**config.mk**
```make
export PLATFORM = sky130hd
export DESIGN_NAME = viterbi_dec_k5
export DESIGN_NICKNAME = d
export VERILOG_FILES = /design/src/rtl/viterbi_dec_k5.sv
export SDC_FILE = /design/constraint.sdc
export NUM_CORES = 2
export LEC_CHECK = 0
export ABC_AREA = 1
export CORE_MARGIN = 10
export CORE_UTILIZATION = 55
export CTS_CLUSTER_DIAMETER = 120
export DETAILED_ROUTE_END_ITERATION = 8
export PLACE_DENSITY = 0.7
export SYNTH_ARGS = -nofsm -noshare
export SYNTH_HDL_FRONTEND = slang
export SYNTH_SLANG_ARGS = --single-unit
export TNS_END_PERCENT = 1
```
**constraint.sdc**
```tcl
create_clock -name clk -period 38.6 [get_ports clk]
set_clock_uncertainty 0.15 [all_clocks]
set_input_delay 7.72 -clock clk [delete_from_list [all_inputs] [get_ports clk]]
set_output_delay 7.72 -clock clk [all_outputs]
set_load 0.01 [all_outputs]
```
**src/rtl/viterbi_dec_k5.sv**
```systemverilog
// ---------------------------------------------------------------------------
// viterbi_dec_k5
//
// Hard-decision Viterbi decoder for the rate-1/2, K=5 convolutional code
// with generators g0 = 5'b11101 and g1 = 5'b10011. It has 16 trellis states,
// a full add-compare-select every accepted symbol, and register-exchange
// survivor memory TB_DEPTH bits deep. It emits one decoded info bit per
// accepted symbol, TB_DEPTH symbols after that bit entered the trellis.
//
// Trellis state s[3:0] holds the four previous info bits, with s[3] the
// oldest. Info bit u moves the trellis to {s[2:0],u} and produces
//    c0 = s[3]^s[2]^s[1]^u,   c1 = s[3]^s[0]^u.
//
// Parameters
//   TB_DEPTH : survivor length and decode latency in symbols (8..64)
//   PM_W     : path-metric width in bits (>= 6)
//
// Ports
//   clk       in   clock, rising edge active
//   rst       in   asynchronous active-high reset
//   clr       in   synchronous trellis restart, overrides in_valid
//   in_valid  in   code_in carries a symbol this cycle
//   code_in   in   [0] = g0 parity, [1] = g1 parity
//   best_pm   out  best normalized path metric (VITERBI_PM_OUT_EN only)
//   out_valid out  data_out holds a decoded bit this cycle
//   data_out  out  decoded info bit
//
// Optional feature macro: VITERBI_PM_OUT_EN adds the best_pm output.
// ---------------------------------------------------------------------------
module viterbi_dec_k5 #(
   parameter int TB_DEPTH = 24,
   parameter int PM_W     = 6
) (
   input  logic            clk,
   input  logic            rst,
   input  logic            clr,
   input  logic            in_valid,
   input  logic [1:0]      code_in,
`ifdef VITERBI_PM_OUT_EN
   output logic [PM_W-1:0] best_pm,
`endif
   output logic            out_valid,
   output logic            data_out
);

   localparam int NS    = 16;
   localparam int CNT_W = $clog2(TB_DEPTH + 1);

   localparam logic [CNT_W-1:0] CNT_FULL = CNT_W'(TB_DEPTH);
   localparam logic [CNT_W-1:0] CNT_LAST = CNT_W'(TB_DEPTH - 1);
   // Non-zero start states carry a handicap, so decoding begins from state 0.
   localparam logic [PM_W-1:0]  PM_START = PM_W'(16);

   // ------------------------------------------------------------------------
   // Helper functions
   // ------------------------------------------------------------------------
   // Predecessor of next state n whose oldest bit was b.
   function automatic logic [3:0] pred(input logic [3:0] n, input logic b);
      return {b, n[3:1]};
   endfunction

   // Hamming distance between the received symbol and the symbol that the
   // branch leaving state s on input u would have produced.
   function automatic logic [1:0] branch_metric(input logic [3:0] s,
                                                input logic       u,
                                                input logic [1:0] sym);
      logic c0;
      logic c1;
      c0 = s[3] ^ s[2] ^ s[1] ^ u;
      c1 = s[3] ^ s[0] ^ u;
      return {1'b0, c0 ^ sym[0]} + {1'b0, c1 ^ sym[1]};
   endfunction

   // Subtract half the metric range from every state at once. This is only
   // applied when all metrics are in the upper half, so no metric goes
   // negative and the relative order of states is unchanged.
   function automatic logic [PM_W-1:0] normalize(input logic [PM_W-1:0] pm,
                                                 input logic            en);
      return en ? {1'b0, pm[PM_W-2:0]} : pm;
   endfunction

   function automatic logic [PM_W-1:0] pm_init(input int s);
      return (s == 0) ? '0 : PM_START;
   endfunction

   // ------------------------------------------------------------------------
   // State
   // ------------------------------------------------------------------------
   logic [PM_W-1:0]     pm_q      [NS];
   logic [PM_W-1:0]     pm_d      [NS];
   logic [TB_DEPTH-1:0] surv_q    [NS];
   logic [TB_DEPTH-1:0] surv_d    [NS];
   logic [CNT_W-1:0]    cnt_q,       cnt_d;
   logic                out_valid_q, out_valid_d;
   logic                data_q,      data_d;
`ifdef VITERBI_PM_OUT_EN
   logic [PM_W-1:0]     best_pm_q,   best_pm_d;
`endif

   // ------------------------------------------------------------------------
   // Add-compare-select
   // ------------------------------------------------------------------------
   logic [PM_W-1:0]     acs_pm    [NS];
   logic [3:0]          acs_from  [NS];
   logic                all_msb;
   logic [PM_W-1:0]     cand0;
   logic [PM_W-1:0]     cand1;
   logic [3:0]          p0;
   logic [3:0]          p1;

   always_comb begin
      all_msb = 1'b1;
      cand0   = '0;
      cand1   = '0;
      p0      = '0;
      p1      = '0;
      for (int n = 0; n < NS; n++) begin
         p0    = pred(4'(n), 1'b0);
         p1    = pred(4'(n), 1'b1);
         cand0 = pm_q[p0] + PM_W'(branch_metric(p0, n[0], code_in));
         cand1 = pm_q[p1] + PM_W'(branch_metric(p1, n[0], code_in));
         // Strict compare so that p0 keeps the path on a tie.
         acs_pm[n]   = cand0;
         acs_from[n] = p0;
         if (cand1 < cand0) begin
            acs_pm[n]   = cand1;
            acs_from[n] = p1;
         end
         all_msb = all_msb & acs_pm[n][PM_W-1];
      end
   end

   // ------------------------------------------------------------------------
   // Normalization, survivor exchange and best-state search
   // ------------------------------------------------------------------------
   logic [PM_W-1:0]     norm_pm   [NS];
   logic [TB_DEPTH-1:0] new_surv  [NS];
   logic [3:0]          best_idx;
   logic [PM_W-1:0]     best_val;

   always_comb begin
      best_idx = '0;
      best_val = '0;
      for (int n = 0; n < NS; n++) begin
         norm_pm[n]  = normalize(acs_pm[n], all_msb);
         // Each survivor inherits its winner's history and appends its own
         // decision bit, which is the newest info bit n[0].
         new_surv[n] = {surv_q[acs_from[n]][TB_DEPTH-2:0], n[0]};
      end
      // Strict compare so that the lowest index wins a tie.
      best_val = norm_pm[0];
      for (int n = 1; n < NS; n++) begin
         if (norm_pm[n] < best_val) begin
            best_val = norm_pm[n];
            best_idx = 4'(n);
         end
      end
   end

   // ------------------------------------------------------------------------
   // Next-state selection
   // ------------------------------------------------------------------------
   always_comb begin
      for (int s = 0; s < NS; s++) begin
         pm_d[s]   = pm_q[s];
         surv_d[s] = surv_q[s];
      end
      cnt_d       = cnt_q;
      out_valid_d = 1'b0;
      data_d      = data_q;
`ifdef VITERBI_PM_OUT_EN
      best_pm_d   = best_pm_q;
`endif
      if (clr) begin
         // Restart the trellis. The symbol presented with clr is discarded.
         for (int s = 0; s < NS; s++) begin
            pm_d[s]   = pm_init(s);
            surv_d[s] = '0;
         end
         cnt_d  = '0;
         data_d = 1'b0;
`ifdef VITERBI_PM_OUT_EN
         best_pm_d = '0;
`endif
      end else if (in_valid) begin
         for (int s = 0; s < NS; s++) begin
            pm_d[s]   = norm_pm[s];
            surv_d[s] = new_surv[s];
         end
         cnt_d       = (cnt_q == CNT_FULL) ? cnt_q : cnt_q + 1'b1;
         // cnt_q counts the symbols accepted before this one.
         out_valid_d = (cnt_q >= CNT_LAST);
         data_d      = new_surv[best_idx][TB_DEPTH-1];
`ifdef VITERBI_PM_OUT_EN
         best_pm_d   = best_val;
`endif
      end
   end

   // ------------------------------------------------------------------------
   // Registers
   // ------------------------------------------------------------------------
   always_ff @(posedge clk or posedge rst) begin
      if (rst) begin
         for (int s = 0; s < NS; s++) begin
            pm_q[s]   <= pm_init(s);
            surv_q[s] <= '0;
         end
         cnt_q       <= '0;
         out_valid_q <= 1'b0;
         data_q      <= 1'b0;
`ifdef VITERBI_PM_OUT_EN
         best_pm_q   <= '0;
`endif
      end else begin
         for (int s = 0; s < NS; s++) begin
            pm_q[s]   <= pm_d[s];
            surv_q[s] <= surv_d[s];
         end
         cnt_q       <= cnt_d;
         out_valid_q <= out_valid_d;
         data_q      <= data_d;
`ifdef VITERBI_PM_OUT_EN
         best_pm_q   <= best_pm_d;
`endif
      end
   end

   assign out_valid = out_valid_q;
   assign data_out  = data_q;
`ifdef VITERBI_PM_OUT_EN
   assign best_pm   = best_pm_q;
`endif

endmodule

```
==> run_summary.xml <==
<?xml version="1.0" encoding="UTF-8"?>
<metrics>
  <group name="run_status">
    <metric name="status" unit="">finished clean</metric>
  </group>
  <group name="sta">
    <metric name="period_minus_slack" unit="ns">32.43</metric>
    <metric name="maxClockFrequency" unit="MHz">30.8</metric>
    <metric name="final_hold_viol_count" unit="">0</metric>
    <metric name="finalMaxSlewViolations" unit="">0</metric>
    <metric name="post-route-period-util" unit="%">84.0</metric>
    <metric name="timing_worst_slew_pin_value" unit="ns">1.22</metric>
    <metric name="report.final.setup_viol" unit="">0</metric>
    <metric name="rsz0062_at_grt" unit="">no</metric>
    <metric name="totalNegativeSetupSlack" unit="ns">0</metric>
    <metric name="slew_headroom" unit="%">17.7</metric>
  </group>
  <group name="cts">
    <metric name="cts.repair_timing.setup_buffer_count" unit="">0</metric>
    <metric name="htreeDepth" unit="">2</metric>
    <metric name="tritoncts.num_buffers" unit="">47</metric>
    <metric name="clkTransAtPathRegs" unit="ns">0.06</metric>
    <metric name="tritoncts" unit="">built</metric>
    <metric name="hold_buffers" unit="">0</metric>
    <metric name="count_of_clock_tree_sinks" unit="">411</metric>
    <metric name="post_cts_resized" unit="">0</metric>
    <metric name="clock_path_buffers" unit="">3</metric>
    <metric name="cts_root_buffer" unit="">clkbuf_16</metric>
    <metric name="clock_latency_on_the_worst_skew_pair" unit="ns">0.61</metric>
  </group>
  <group name="yosys">
    <metric name="synthesis.yosys.warnings" unit="">0</metric>
    <metric name="synth_async_sr_flop_share" unit="%">100</metric>
    <metric name="syn_inst" unit="">3860</metric>
    <metric name="synth_area" unit="um2">28100</metric>
    <metric name="synth_area_leaders" unit="">dfrtp_1 35%, o21ai_0 14%, nand2_1 13%</metric>
    <metric name="synthXorXnorAreaFrac" unit="%">4.36</metric>
    <metric name="fraction_of_the_mapped_netlist_area_in_adder_cells" unit="%">8.93</metric>
    <metric name="syn_nets" unit="">4057</metric>
    <metric name="post_synth_edffs" unit="">0</metric>
    <metric name="compound_gate_portion_of_the_synthesized_area" unit="%">18.2</metric>
    <metric name="synth.distinct_cells" unit="">47</metric>
    <metric name="synth.area.mux_share" unit="%">0</metric>
    <metric name="synth_top_family_by_area" unit="">simple AND/OR/NAND/NOR gates</metric>
    <metric name="synthDominantAreaCellType" unit="">dfrtp_1</metric>
    <metric name="synthDominantCellAreaShare" unit="%">35.3</metric>
    <metric name="syn_area_per_cell" unit="um2">7.28</metric>
    <metric name="ys_dominant_reg_cell" unit="">dfrtp_1</metric>
    <metric name="synthSimpleGateAreaFrac" unit="%">24.2</metric>
    <metric name="yosys_register_bits" unit="">411</metric>
    <metric name="ys_seq_area_share" unit="%">36.7</metric>
  </group>
  <group name="die">
    <metric name="rows" unit="">82</metric>
    <metric name="design.portCount" unit="">8</metric>
    <metric name="die-width" unit="um">246</metric>
    <metric name="die_y" unit="um">246</metric>
    <metric name="core_box_area" unit="um2">50400</metric>
    <metric name="starting_density" unit="%">55.8</metric>
    <metric name="dieArea" unit="um2">60500</metric>
  </group>
  <group name="route">
    <metric name="detail_route.vias_per_cell" unit="">5.72</metric>
    <metric name="post-route-drc-count" unit="">0</metric>
    <metric name="routed_length_per_instance" unit="um">19.2</metric>
    <metric name="met1_length" unit="um">39200</metric>
    <metric name="met3WireLength" unit="um">6580</metric>
    <metric name="totalWireLength" unit="um">86400</metric>
    <metric name="drt_pass1_iterations" unit="">6</metric>
    <metric name="route.antenna.remaining_nets" unit="">0</metric>
    <metric name="detailroute.wirelength.met2" unit="um">37800</metric>
    <metric name="highest-signal-layer" unit="">met4</metric>
    <metric name="detail_route.iter0.violations" unit="">2946</metric>
    <metric name="via_count" unit="">25700</metric>
  </group>
  <group name="flow_run">
    <metric name="max_cap_violations" unit="">0</metric>
  </group>
  <group name="layout">
    <metric name="final_layout_size_suffix_gt1_share" unit="%">6.65</metric>
    <metric name="diodes" unit="">0</metric>
    <metric name="flow.area_growth_from_synthesis" unit="%">7.60</metric>
    <metric name="layout.cells.most_common" unit="">nand2_1</metric>
    <metric name="fin_nets" unit="">3978</metric>
    <metric name="most-common-layout-cells" unit="">954 x nand2_1, 764 x o21ai_0, 396 x dfrtp_1</metric>
  </group>
  <group name="hold_path">
    <metric name="hp-class" unit="">reg2reg</metric>
  </group>
  <group name="worst_setup_path">
    <metric name="critical-path-slowest-cell" unit="">clkinv_1</metric>
    <metric name="worst-endpoint-required" unit="ns">38.98</metric>
    <metric name="worst_path_largest_cell_delay" unit="ns">1.16</metric>
    <metric name="timing.critical_path.mode_cell" unit="">nand2_1</metric>
    <metric name="path_buf_inv" unit="">7</metric>
    <metric name="crit_family" unit="">simple AND/OR/NAND/NOR gates</metric>
    <metric name="worstSetupEndpointType" unit="">register</metric>
    <metric name="timing.critical_path.fanout_max" unit="">28</metric>
    <metric name="worst_ep_arrival_time" unit="ns">32.81</metric>
    <metric name="worstSetupPathType" unit="">in2reg</metric>
    <metric name="cp-start-kind" unit="">primary input</metric>
  </group>
  <group name="global_route">
    <metric name="grt_pass1_vias" unit="">24000</metric>
    <metric name="grt_start_max_net_pins" unit="">123</metric>
    <metric name="antenna_found_initial" unit="">0</metric>
    <metric name="grt_usage" unit="%">28.3</metric>
    <metric name="overflow" unit="">0</metric>
    <metric name="grt_first_pass_wirelength" unit="um">136000</metric>
  </group>
  <group name="placement">
    <metric name="post_detail_place_hpwl" unit="um">59800</metric>
    <metric name="buffer_ports.inserted" unit="">7</metric>
    <metric name="gpl.final_weighted_congestion" unit="">0.955</metric>
  </group>
</metrics>
-- cells by family after synthesis --
logic type      Yosys count
compound gates          959
xor+xnor                140
fa+ha+maj               191
buf+inv                 536
flops                   411
simple gates           1623
-- tightest hold or removal path, cell delays in order, from the launching register on --
cell and delay (ns):
dfrtp_1 0.34, nand2_1 0.06, o21ai_0 0.06
-- layer usage --
metal / global-route usage (%) / vias to the layer above
met5: 0 / -
met4: 10.3 / 0
met3: 3.87 / 139
met2: 42.8 / 915
met1: 40.7 / 12200
li1: - / 12500
-- final cells by class --
type / instances / area, um2
fillers: 4779 / 20100
multi-input cells: 2913 / 15700
flip-flops and latches: 411 / 10300
inverters: 352 / 1330
clock buffers: 63 / 1320
well taps: 672 / 841
repair buffers: 56 / 438
clock inverters: 25 / 325
-- synthesized netlist by cell type, drive strengths merged, types with 2 or more instances --
cell    number
o21bai       3
inv        344
nand3b       2
clkinv       8
nor2       396
xnor2       10
nand4        4
xor2       130
a21boi       2
fa          16
o22ai       68
ha         175
a211oi       5
nand3      223
a22o        13
dfrtp      396
buf         33
nand2      979
nor3         6
o21a        14
o21ai      768
or2          8
a21oi       82
dfstp       15
clkbuf     151
-- metrics by stage --
stage	worst slack (ns)	utilization (%)	instances	cell area, um2	hold slack, ns
floorplan	11.31	-	3860	28100	0.303
global placement	6.61	56.7	4404	28600	0.323
detailed placement	5.91	56.7	4404	28600	0.330
CTS	6.47	60.0	4492	30200	0.345
global route	4.01	60.0	4492	30200	0.362
finish	6.17	60.0	4492	30200	0.345
-- final timing paths --
path / startpoint / to / slack (ns) / cells after the start
setup reg to reg: pm_q[1] / data_out / 14.42 / 115
hold / removal: surv_q[99] / surv_q[99] / 0.34 / 2
max in group asynchronous: rst / surv_q[69] / 27.39 / 5
min in group asynchronous: rst / surv_q[0] / 7.56 / 2
setup / recovery: code_in[0] / data_out / 6.17 / 119
hold reg to reg: surv_q[99] / surv_q[99] / 0.34 / 2
-- sequential cells by signal, indices dropped and copies added (netlist names) --
name and cells:
surv_q 308, data_out 1, pm_q 96, out_valid 1, cnt_q 5
Power is left out: the tool's default activity adds up to more than one toggle a clock period on the data nets, which glitch-free logic cannot reach.
